## src/rtl/dram_bridge.sv

```systemverilog
// Bridges single-beat record requests to an AXI4-Lite master port (one request at a time).
// Optional macro DRAM_BYTE_SWAP_EN byte-reverses both data paths for a little-endian DRAM image.
module dram_bridge #(
    parameter logic [16:0] BASE_ADDR = 17'h10000,
    parameter int          ID_W      = 8
) (
    input  logic            clk,
    input  logic            rst,
    input  logic [ID_W-1:0] C_addr,
    input  logic [63:0]     C_data_w,
    input  logic            C_in_valid,
    input  logic            C_r_wb,
    output logic            C_out_valid,
    output logic [63:0]     C_data_r,
    output logic            AR_VALID,
    output logic [16:0]     AR_ADDR,
    input  logic            AR_READY,
    input  logic            R_VALID,
    input  logic [63:0]     R_DATA,
    input  logic [1:0]      R_RESP,
    output logic            R_READY,
    output logic            AW_VALID,
    output logic [16:0]     AW_ADDR,
    input  logic            AW_READY,
    output logic            W_VALID,
    output logic [63:0]     W_DATA,
    input  logic            W_READY,
    input  logic            B_VALID,
    input  logic [1:0]      B_RESP,
    output logic            B_READY
);

    localparam logic [2:0] IDLE    = 3'd0;
    localparam logic [2:0] RD_ADDR = 3'd1;
    localparam logic [2:0] RD_DATA = 3'd2;
    localparam logic [2:0] WR_REQ  = 3'd3;
    localparam logic [2:0] WR_RESP = 3'd4;
    localparam logic [2:0] DONE    = 3'd5;

    localparam int SUM_W = (ID_W + 3 > 17) ? ID_W + 3 : 17;

    logic [2:0]       state_reg, state_next;
    logic [SUM_W-1:0] addr_sum;
    logic [16:0]      req_addr;
    logic [63:0]      rd_data_in;
    logic [63:0]      wr_data_out;
    logic             accept;
    logic             resp_unused;

    logic        c_out_valid_reg;
    logic [63:0] c_data_r_reg;
    logic        ar_valid_reg;
    logic [16:0] ar_addr_reg;
    logic        r_ready_reg;
    logic        aw_valid_reg;
    logic [16:0] aw_addr_reg;
    logic        w_valid_reg;
    logic [63:0] w_data_reg;
    logic        b_ready_reg;

    // Response codes carry no meaning for this client; they are deliberately dropped.
    assign resp_unused = ^{R_RESP, B_RESP};

    assign addr_sum = SUM_W'(BASE_ADDR) + SUM_W'({C_addr, 3'b000});
    assign req_addr = addr_sum[16:0];
    assign accept   = (state_reg == IDLE) && C_in_valid;

`ifdef DRAM_BYTE_SWAP_EN
    for (genvar gi = 0; gi < 8; gi++) begin : g_swap
        assign rd_data_in[gi*8 +: 8]  = R_DATA[(7-gi)*8 +: 8];
        assign wr_data_out[gi*8 +: 8] = C_data_w[(7-gi)*8 +: 8];
    end
`else
    assign rd_data_in  = R_DATA;
    assign wr_data_out = C_data_w;
`endif

    always_comb begin
        state_next = state_reg;
        case (state_reg)
            IDLE:    if (C_in_valid) state_next = C_r_wb ? RD_ADDR : WR_REQ;
            RD_ADDR: if (AR_READY) state_next = RD_DATA;
            RD_DATA: if (R_VALID) state_next = DONE;
            // Each channel counts as done once its valid has dropped or is being accepted now.
            WR_REQ:  if ((!aw_valid_reg || AW_READY) && (!w_valid_reg || W_READY))
                         state_next = WR_RESP;
            WR_RESP: if (B_VALID) state_next = DONE;
            DONE:    state_next = IDLE;
            default: state_next = IDLE;
        endcase
    end

    always_ff @(posedge clk) begin
        if (rst) begin
            state_reg       <= IDLE;
            c_out_valid_reg <= 1'b0;
            c_data_r_reg    <= '0;
            ar_valid_reg    <= 1'b0;
            ar_addr_reg     <= '0;
            r_ready_reg     <= 1'b0;
            aw_valid_reg    <= 1'b0;
            aw_addr_reg     <= '0;
            w_valid_reg     <= 1'b0;
            w_data_reg      <= '0;
            b_ready_reg     <= 1'b0;
        end else begin
            state_reg <= state_next;
            // Flags decoded from the next state keep every handshake output registered.
            c_out_valid_reg <= (state_next == DONE);
            ar_valid_reg    <= (state_next == RD_ADDR);
            r_ready_reg     <= (state_next == RD_DATA);
            b_ready_reg     <= (state_next == WR_RESP);

            if (accept && C_r_wb) begin
                ar_addr_reg <= req_addr;
            end

            if (accept && !C_r_wb) begin
                aw_valid_reg <= 1'b1;
                w_valid_reg  <= 1'b1;
                aw_addr_reg  <= req_addr;
                w_data_reg   <= wr_data_out;
            end else begin
                if (AW_READY) aw_valid_reg <= 1'b0;
                if (W_READY)  w_valid_reg  <= 1'b0;
            end

            if ((state_reg == RD_DATA) && R_VALID) begin
                c_data_r_reg <= rd_data_in;
            end
        end
    end

    assign C_out_valid = c_out_valid_reg;
    assign C_data_r    = c_data_r_reg;
    assign AR_VALID    = ar_valid_reg;
    assign AR_ADDR     = ar_addr_reg;
    assign R_READY     = r_ready_reg;
    assign AW_VALID    = aw_valid_reg;
    assign AW_ADDR     = aw_addr_reg;
    assign W_VALID     = w_valid_reg;
    assign W_DATA      = w_data_reg;
    assign B_READY     = b_ready_reg;

endmodule
```

## config.mk

```make
export PLATFORM = sky130hd
export DESIGN_NAME = dram_bridge
export DESIGN_NICKNAME = d
export VERILOG_FILES = /design/src/rtl/dram_bridge.sv
export SDC_FILE = /design/constraint.sdc
export NUM_CORES = 1
export LEC_CHECK = 0
export ABC_AREA = 1
export BUFFER_PORTS_ARGS = -buffer_cell sky130_fd_sc_hd__buf_2
export CORE_MARGIN = 2
export CORE_UTILIZATION = 40
export DETAILED_ROUTE_END_ITERATION = 12
export PLACE_DENSITY_LB_ADDON = 0.15
export SYNTH_ARGS = -nofsm -noshare
export SYNTH_HDL_FRONTEND = slang
export SYNTH_SLANG_ARGS = --single-unit
export TNS_END_PERCENT = 1
```

## constraint.sdc

```tcl
create_clock -name clk -period 1.3 [get_ports clk]
set_input_delay 0.39 -clock clk [delete_from_list [all_inputs] [get_ports clk]]
set_output_delay 0.39 -clock clk [all_outputs]
set_load 0.02 [all_outputs]
```

==> metrics.txt, run 1 <==
height of the chip 123 um; setup ws final 0.0286 ns; Max VDD drop 0.00111 V; fillcell total 1171; Max Fclk 0.787 GHz; layout cells sized above 1 50.7%; Critical Path End Type output port; largest net degree at the start of global routing 65; count of final setup violators 0; WP data required 0.91 ns; Die ar. 15200 um^2; post-synth top area share 54.4%; area delta synth->final 60.5%; CTS max path bufs 2; vias in the first global route 4885; total CTS buffers 17; Final Slew Violations 0; met1 GRT Util 21.9%; CTS sink count 155; io pins 317; Clk Tree Root Cell clkbuf_16; Layout Nets 1146; Post-Place Worst Slack -0.121 ns; CTS tree done; first-pass GRT wire length 23.2 mm; Synth warnings 0; top post-synthesis cells by area dfxtp_1 54%, nor2_1 8.9%, a21oi_1 7.5%; routed wire length 16.1 mm; worst path arrival time 0.88 ns; Hold WC Path Type input port to flip-flop; vias per inst 4.55; H-tree levels 4; final hold slack 0.214 ns; hold buffer count at CTS 0; CP top delay family flip-flops; crit path max fanout 2; Final period util 97.8%; mapped cell area 5700 um^2; gr usage total 19.5%; area leader, netlist dfxtp_1; setup slack, reg-to-reg 0.04 ns; Yosys reg bits 155; max-cap violation count 0; GPL Wtd Cong 0.762; CP bufs+invs 1; Core Box Area 13900 um^2; met2 usage 32.7%; Initial Util 41.1%; DR vias 5424; synthesized netlist cell count 702; Final ANT Viol Nets 0; Final Hold Viols 0; Power Density 1500 nW/um^2; RSZ-0062 raised after global routing true; skew final 0.00904 ns; most used routing layer met2; Setup CP Type flip-flop to output port; met3 Track Usage GR 8.81%; Slowest-stage cell, CP dfxtp_1; gr ovfl total 0; First DRT Iteration DRCs 212; setup TNS 0 ns; DIE WIDTH 123 um; Setup crit start kind flip-flop; Seq/Total Area, Yosys 54.4%; DR WL/cell 13.5 um; outcome finished, final reports clean; leak pwr 4.07 nW; number of remaining DRC errors 0; synthesized area per cell 8.12 um^2; worst stage delay on the critical path 0.33 ns; Worst-Skew Late Latency 0.41 ns; row cnt 43; Final HPWL DP 10.9 mm; Port Buf Inserts 296; Cell variety after synth 22; initial antenna violation count 2; Min Clock Period, post-route 1.27 ns; CP Cell Sequence buf_4; drt first pass iters 5; Reg clk slew, reported paths 0.06 ns
-- timing repair --
action / CTS / global route
setup endpoints to repair: 154 / 191
cloned: 0 / 1
buffers inserted: 0 / 1
gates resized for setup: 182 / 271
pin swaps: 0 / 3
-- layout make-up --
type,instances,area (um^2),share of cell area (%)
timing repair buffer,324,2750,30.0
clock buffer,24,512,5.59
tap,180,225,2.46
inverter,91,344,3.76
multi-input combinational,408,1910,20.8
antenna,2,5.00,0.0547
sequential,155,3280,35.9
clock inverter,8,130,1.42
-- metrics by stage --
stage	power, mW	utilization (%)	area, um^2	cells
after floorplan	7.00	-	5760	717
after global placement	7.81	52.8	7330	1156
after detailed placement	7.84	52.8	7330	1156
after CTS	13.4	60.7	8420	1188
after global routing	14.4	65.9	9150	1192
final	13.7	65.9	9150	1192
-- per-layer routing --
metal,up-vias,part of all wire [%]
li1,2807,-
met1,2393,38
met2,206,50
met3,18,10
met4,0,1.7
met5,-,0
-- logic make-up after synthesis --
group           Yosys count  synth area share, %
compound gates          230                 20.2
simple gates            162                 11.7
other cells               1               0.0658
flops                   155                 54.4
buf+inv                 154                 13.6
-- where the power goes --
part / leakage, nW / switching (mW) / internal [mW]
Sequential: 1.33 / 0.304 / 5.27
Clock: 0.305 / 1.92 / 3.34
Combinational: 2.44 / 1.50 / 1.36
-- cells in the mapped netlist --
cell type  instances
o21ai_1           76
nand3b_1           1
buf_12             1
a21oi_1           86
nand2_1           14
buf_2             12
o21ai_0           68
dfxtp_1          155
buf_6             11
nand3_1            5
nor2_1           135
nand4_1            2
clkbuf_1          17
nor2_4             1
nand4_4            1
buf_4             22
inv_2              3
conb_1             1
clkinv_2           1
inv_1             87
nor2_2             2
nand3b_4           1
-- layout by cell type (no fill, tap or decap) --
| master | netlist | final |
|---|---|---|
| o21ai_1 | 76 | 78 |
| clkbuf_16 | 0 | 18 |
| buf_2 | 12 | 144 |
| dfxtp_1 | 155 | 13 |
| buf_12 | 1 | 9 |
| a21oi_2 | 0 | 1 |
| nand2_1 | 14 | 14 |
| nor2_4 | 1 | 2 |
| diode_2 | 0 | 2 |
| clkinv_4 | 0 | 1 |
| nand3_2 | 0 | 1 |
| nand3b_1 | 1 | 1 |
| o21ai_2 | 0 | 3 |
| clkinv_2 | 1 | 2 |
| nand4_4 | 1 | 1 |
| conb_1 | 1 | 16 |
| inv_6 | 0 | 1 |
| dfxtp_4 | 0 | 1 |
| nand4_1 | 2 | 2 |
| clkbuf_1 | 17 | 1 |
| inv_2 | 3 | 2 |
| nor2_2 | 2 | 2 |
| a21oi_1 | 86 | 85 |
| inv_1 | 87 | 87 |
| nand3_1 | 5 | 4 |
| dfxtp_2 | 0 | 141 |
| o21ai_0 | 68 | 63 |
| bufinv_16 | 0 | 3 |
| buf_6 | 11 | 145 |
| nor2_1 | 135 | 134 |
| nand3b_4 | 1 | 1 |
| buf_4 | 22 | 25 |
| clkinvlp_4 | 0 | 3 |
| clkbuf_8 | 0 | 6 |
-- path summary, 6_finish.rpt --
path	startpoint	to	cells past startpoint
worst min register to register	AW_ADDR[9]$_SDFFE_PP0P_	AW_ADDR[9]$_SDFFE_PP0P_	2
worst max register to register	state_reg[1]$_SDFF_PP0_	W_DATA[10]$_SDFFE_PP0P_	5
worst max-delay path	AW_ADDR[9]$_SDFFE_PP0P_	AW_ADDR[9]	1
worst min-delay path	R_DATA[22]	C_data_r[22]$_SDFFE_PP0P_	3
Power figures use the tool's default switching activity.
==> inputs of run 2 (changes only) <==
Settings changed: ABC_AREA 1 to not set.
==> run 2 against run 1 <==
The run now ends with negative setup slack left. Sequential power fell by 3.9%. Worst setup slack got worse by 0.20 ns. Cell count stayed put. Clock skew is 0.0024 ns lower. Largest cell class unchanged. Total power decreased by 1.7%. Via count grew 3.5%. Design area rose by 3.3%. Combinational power fell by 6%. Register-to-register slack worse by 0.21 ns. Flip-flop and latch count is the same. Global-route usage increased by 2.5 points. Largest power group is now clock. Hold slack got worse by 0.016 ns.
==> metrics.txt, run 2 <==
crit path to AR_VALID$_SDFF_PP0_; worst path arrival time 1.76 ns (+0.88 ns); Internal 9.94 mW (-0.30%); Setup CP Type flip-flop to flip-flop; total CTS buffers 17 (unchanged); hold_sp R_DATA[55]; CTS max path bufs 2 (unchanged); ant diodes 0 (-2); skew final 0.00667 ns (-0.00237 ns); Cell variety after synth 35 (+59%); Clk Tree Root Cell clkbuf_16; post-synth top area share 55.2% (+0.82 points); synthesized netlist cell count 689 (-1.9%); Setup crit start kind flip-flop; reg2reg start state_reg[0]$_SDFF_PP0_; combinational share of power 20.0% (-0.9 points); synthesized area per cell 8.15 um^2 (+0.37%); gr usage total 22.0% (+2.5 points); Final period util 113% (+15 points); setup slack, reg-to-reg -0.17 ns (-0.21 ns); CP dominant cell by count buf_4; Seq/Total Area, Yosys 55.2% (+0.82 points); top_reg_cell synth dfxtp_1; CP bufs+invs 3 (+2); Core Box Area 13800 um^2 (-0.78%); Layout Nets 1148 (+0.17%); io pins 317 (unchanged); Sw Pwr 3.52 mW (-5.5%); Critical path origin state_reg[0]$_SDFF_PP0_; Sw Ratio 26.1% (-1.0 points); leak pwr 4.07 nW (about the same); RSZ-0062 raised after global routing true; Final Slew Violations 0 (unchanged); vias in the first global route 5262 (+7.7%); crit path max fanout 4 (+2); CTS tree done; Min Clock Period, post-route 1.47 ns (+0.195 ns); WP depth 6 (+5); First DRT Iteration DRCs 251 (+18%); H-tree levels 4 (unchanged); footprint of the multi-input gates 2320 um^2 (+22%); RR Endpoint AR_VALID$_SDFF_PP0_; height of the chip 123 um (-0.73%); GPL Wtd Cong 0.756 (-0.75%); Reg clk slew, reported paths 0.06 ns (about the same); hold buffer count at CTS 0 (unchanged); top post-synthesis cells by area dfxtp_1 55%, nand2_1 18%, a21oi_1 12%; Max VDD drop 0.00138 V (+25%); leading cell types in the layout, fill and taps excluded 268 x nand2_1, 155 x buf_6, 143 x buf_2, 140 x dfxtp_2, 117 x a21oi_1; routed wire length 17.4 mm (+7.9%); Finished Core Util 68.7% (+2.7 points); commonest non-fill, non-tap cell in the layout nand2_1; outcome finished, violations left; Initial Util 40.8% (-0.30 points); Power Density 1420 nW/um^2 (-4.9%); Max Fclk 0.682 GHz (-13%); most numerous cell types in the synthesized netlist 273 x nand2_1, 155 x dfxtp_1, 134 x a21oi_1, 21 x clkbuf_1, 17 x buf_4; Final HPWL DP 11.2 mm (+2.4%); area delta synth->final 68.4%; DR WL/cell 14.6 um (+7.9%); DR vias 5612 (+3.5%); worst stage delay on the critical path 0.33 ns (about the same); count of final setup violators 151 (+151); Die ar. 15000 um^2 (-1.4%); sequential share of power 39.7% (-1.0 points); max-cap violation count 0 (unchanged); area leader, netlist dfxtp_1; number of remaining DRC errors 0 (unchanged); top-count cell post-synth nand2_1; layout cells sized above 1 54.8% (+4.1 points); WP data required 1.59 ns (+0.68 ns); drt first pass iters 4 (-1); CP Cell Sequence buf_6 > buf_4 > buf_4 > o211ai_1 > a41oi_2 > nor3b_2; total area of sequential cells 3280 um^2 (-0.15%); Slowest-stage cell, CP dfxtp_2; Async SR Flop Fraction 0% (unchanged); vias per inst 4.71 (+3.5%); largest net degree at the start of global routing 110 (+69%); Final ANT Viol Nets 0 (unchanged); CP top delay family compound AO/OA/AOI/OAI gates; Final Hold Viols 0 (unchanged); first-pass GRT wire length 25.8 mm (+11%); R2R cell count 6 (+1); Synth warnings 0 (unchanged); gr ovfl total 0 (unchanged); EDFF count, synth 0 (unchanged); initial antenna violation count 0 (-2); Yosys reg bits 155 (unchanged); Worst-Skew Late Latency 0.41 ns (about the same); final hold slack 0.198 ns (-0.0163 ns); CTS sink count 155 (unchanged); Critical Path End Type flip-flop; Clk pwr share 40.3% (+1.9 points); Hold WC Path Type input port to flip-flop; Port Buf Inserts 296 (unchanged); fillcell total 1102 (-5.9%); setup ws final -0.166 ns (-0.195 ns); mapped cell area 5620 um^2 (-1.5%); violated checks negative setup slack; row cnt 43 (unchanged); DIE WIDTH 123 um (-0.73%)
-- run 2: cell count changes after synthesis, moves of 7 or more --
cell     delta
nor2_1    -121
inv_1      -84
o21ai_1    -76
a21oi_1    +48
o21ai_0    -66
buf_1       +7
mux2i_1     +8
nand2_1   +259
-- run 2: what timing repair did --
item                       4_1_cts  5_1_grt
pin swaps                        7        7
cloned                           2        2
setup endpoints to repair      299      296
resized for setup              241      252
setup buffers                    6        1
-- run 2: final cells by class --
class | count | area share [%]
Clock inverter | 11 | 2.02
Clock buffer | 21 | 4.87
Tap cell | 180 | 2.38
Sequential cell | 155 | 34.7
Inverter | 3 | 0.119
Timing Repair Buffer | 342 | 31.4
Multi-Input combinational cell | 480 | 24.5
-- run 2: logic make-up (layout without fill, tap and decap cells) --
group	after synthesis	in the layout	share of synthesized area (%)
other	1	16	0.0668
buffers and inverters	69	377	7.10
and+or+nand+nor	306	306	21.9
muxes	9	9	1.63
AOI/OAI and AO/OA	149	149	14.1
DFF	155	155	55.2
-- run 2: worst min path at each step --
stage                                      to  slack [ns]  depth (start not counted)
detailed placement   AR_ADDR[16]$_SDFFE_PP0P_        0.44                          2
floorplan            AR_ADDR[16]$_SDFFE_PP0P_        0.52                          2
finish              C_data_r[55]$_SDFFE_PP0P_        0.20                          3
global route           W_DATA[1]$_SDFFE_PP0P_        0.18                          3
global placement     AR_ADDR[16]$_SDFFE_PP0P_        0.43                          2
CTS                   state_reg[0]$_SDFF_PP0_        0.19                          2
-- run 2: power groups by stage --
| stage | Clock (mW) | Sequential (mW) | Combinational, mW |
|---|---|---|---|
| 2_1_floorplan | 0 | 5.68 | 0.939 |
| 3_3_place_gp | 0 | 5.31 | 2.11 |
| 3_5_place_dp | 0 | 5.32 | 2.12 |
| 4_1_cts | 5.52 | 5.27 | 2.46 |
| 5_1_grt | 5.73 | 5.39 | 2.91 |
| 6_report | 5.42 | 5.35 | 2.69 |
-- run 2: tightest hold or removal path, stage by stage --
cell and delay, ns:
buf_2 0.09, nand2_1 0.04, a21oi_1 0.05
-- run 2: per-layer routing --
layer  up-vias  GRT usage [%]  wire length [um]
li1       2811              -                 -
met1      2569           25.2              6740
met2       208           38.0              8840
met3        24           7.16              1420
met4         0           8.48               382
met5         -              0                 0
-- run 2: stage by stage --
step	power, mW	cells	area, um^2	setup WS, ns	TNS, ns
after global placement	7.42	1149	7360	-0.301	-35.50
after CTS	13.2	1189	8770	-0.147	-13.76
after floorplan	6.62	704	5700	-0.137	-15.71
after global routing	14.0	1192	9460	-0.238	-25.99
after detailed placement	7.44	1149	7360	-0.350	-38.63
final	13.5	1192	9460	-0.166	-13.30
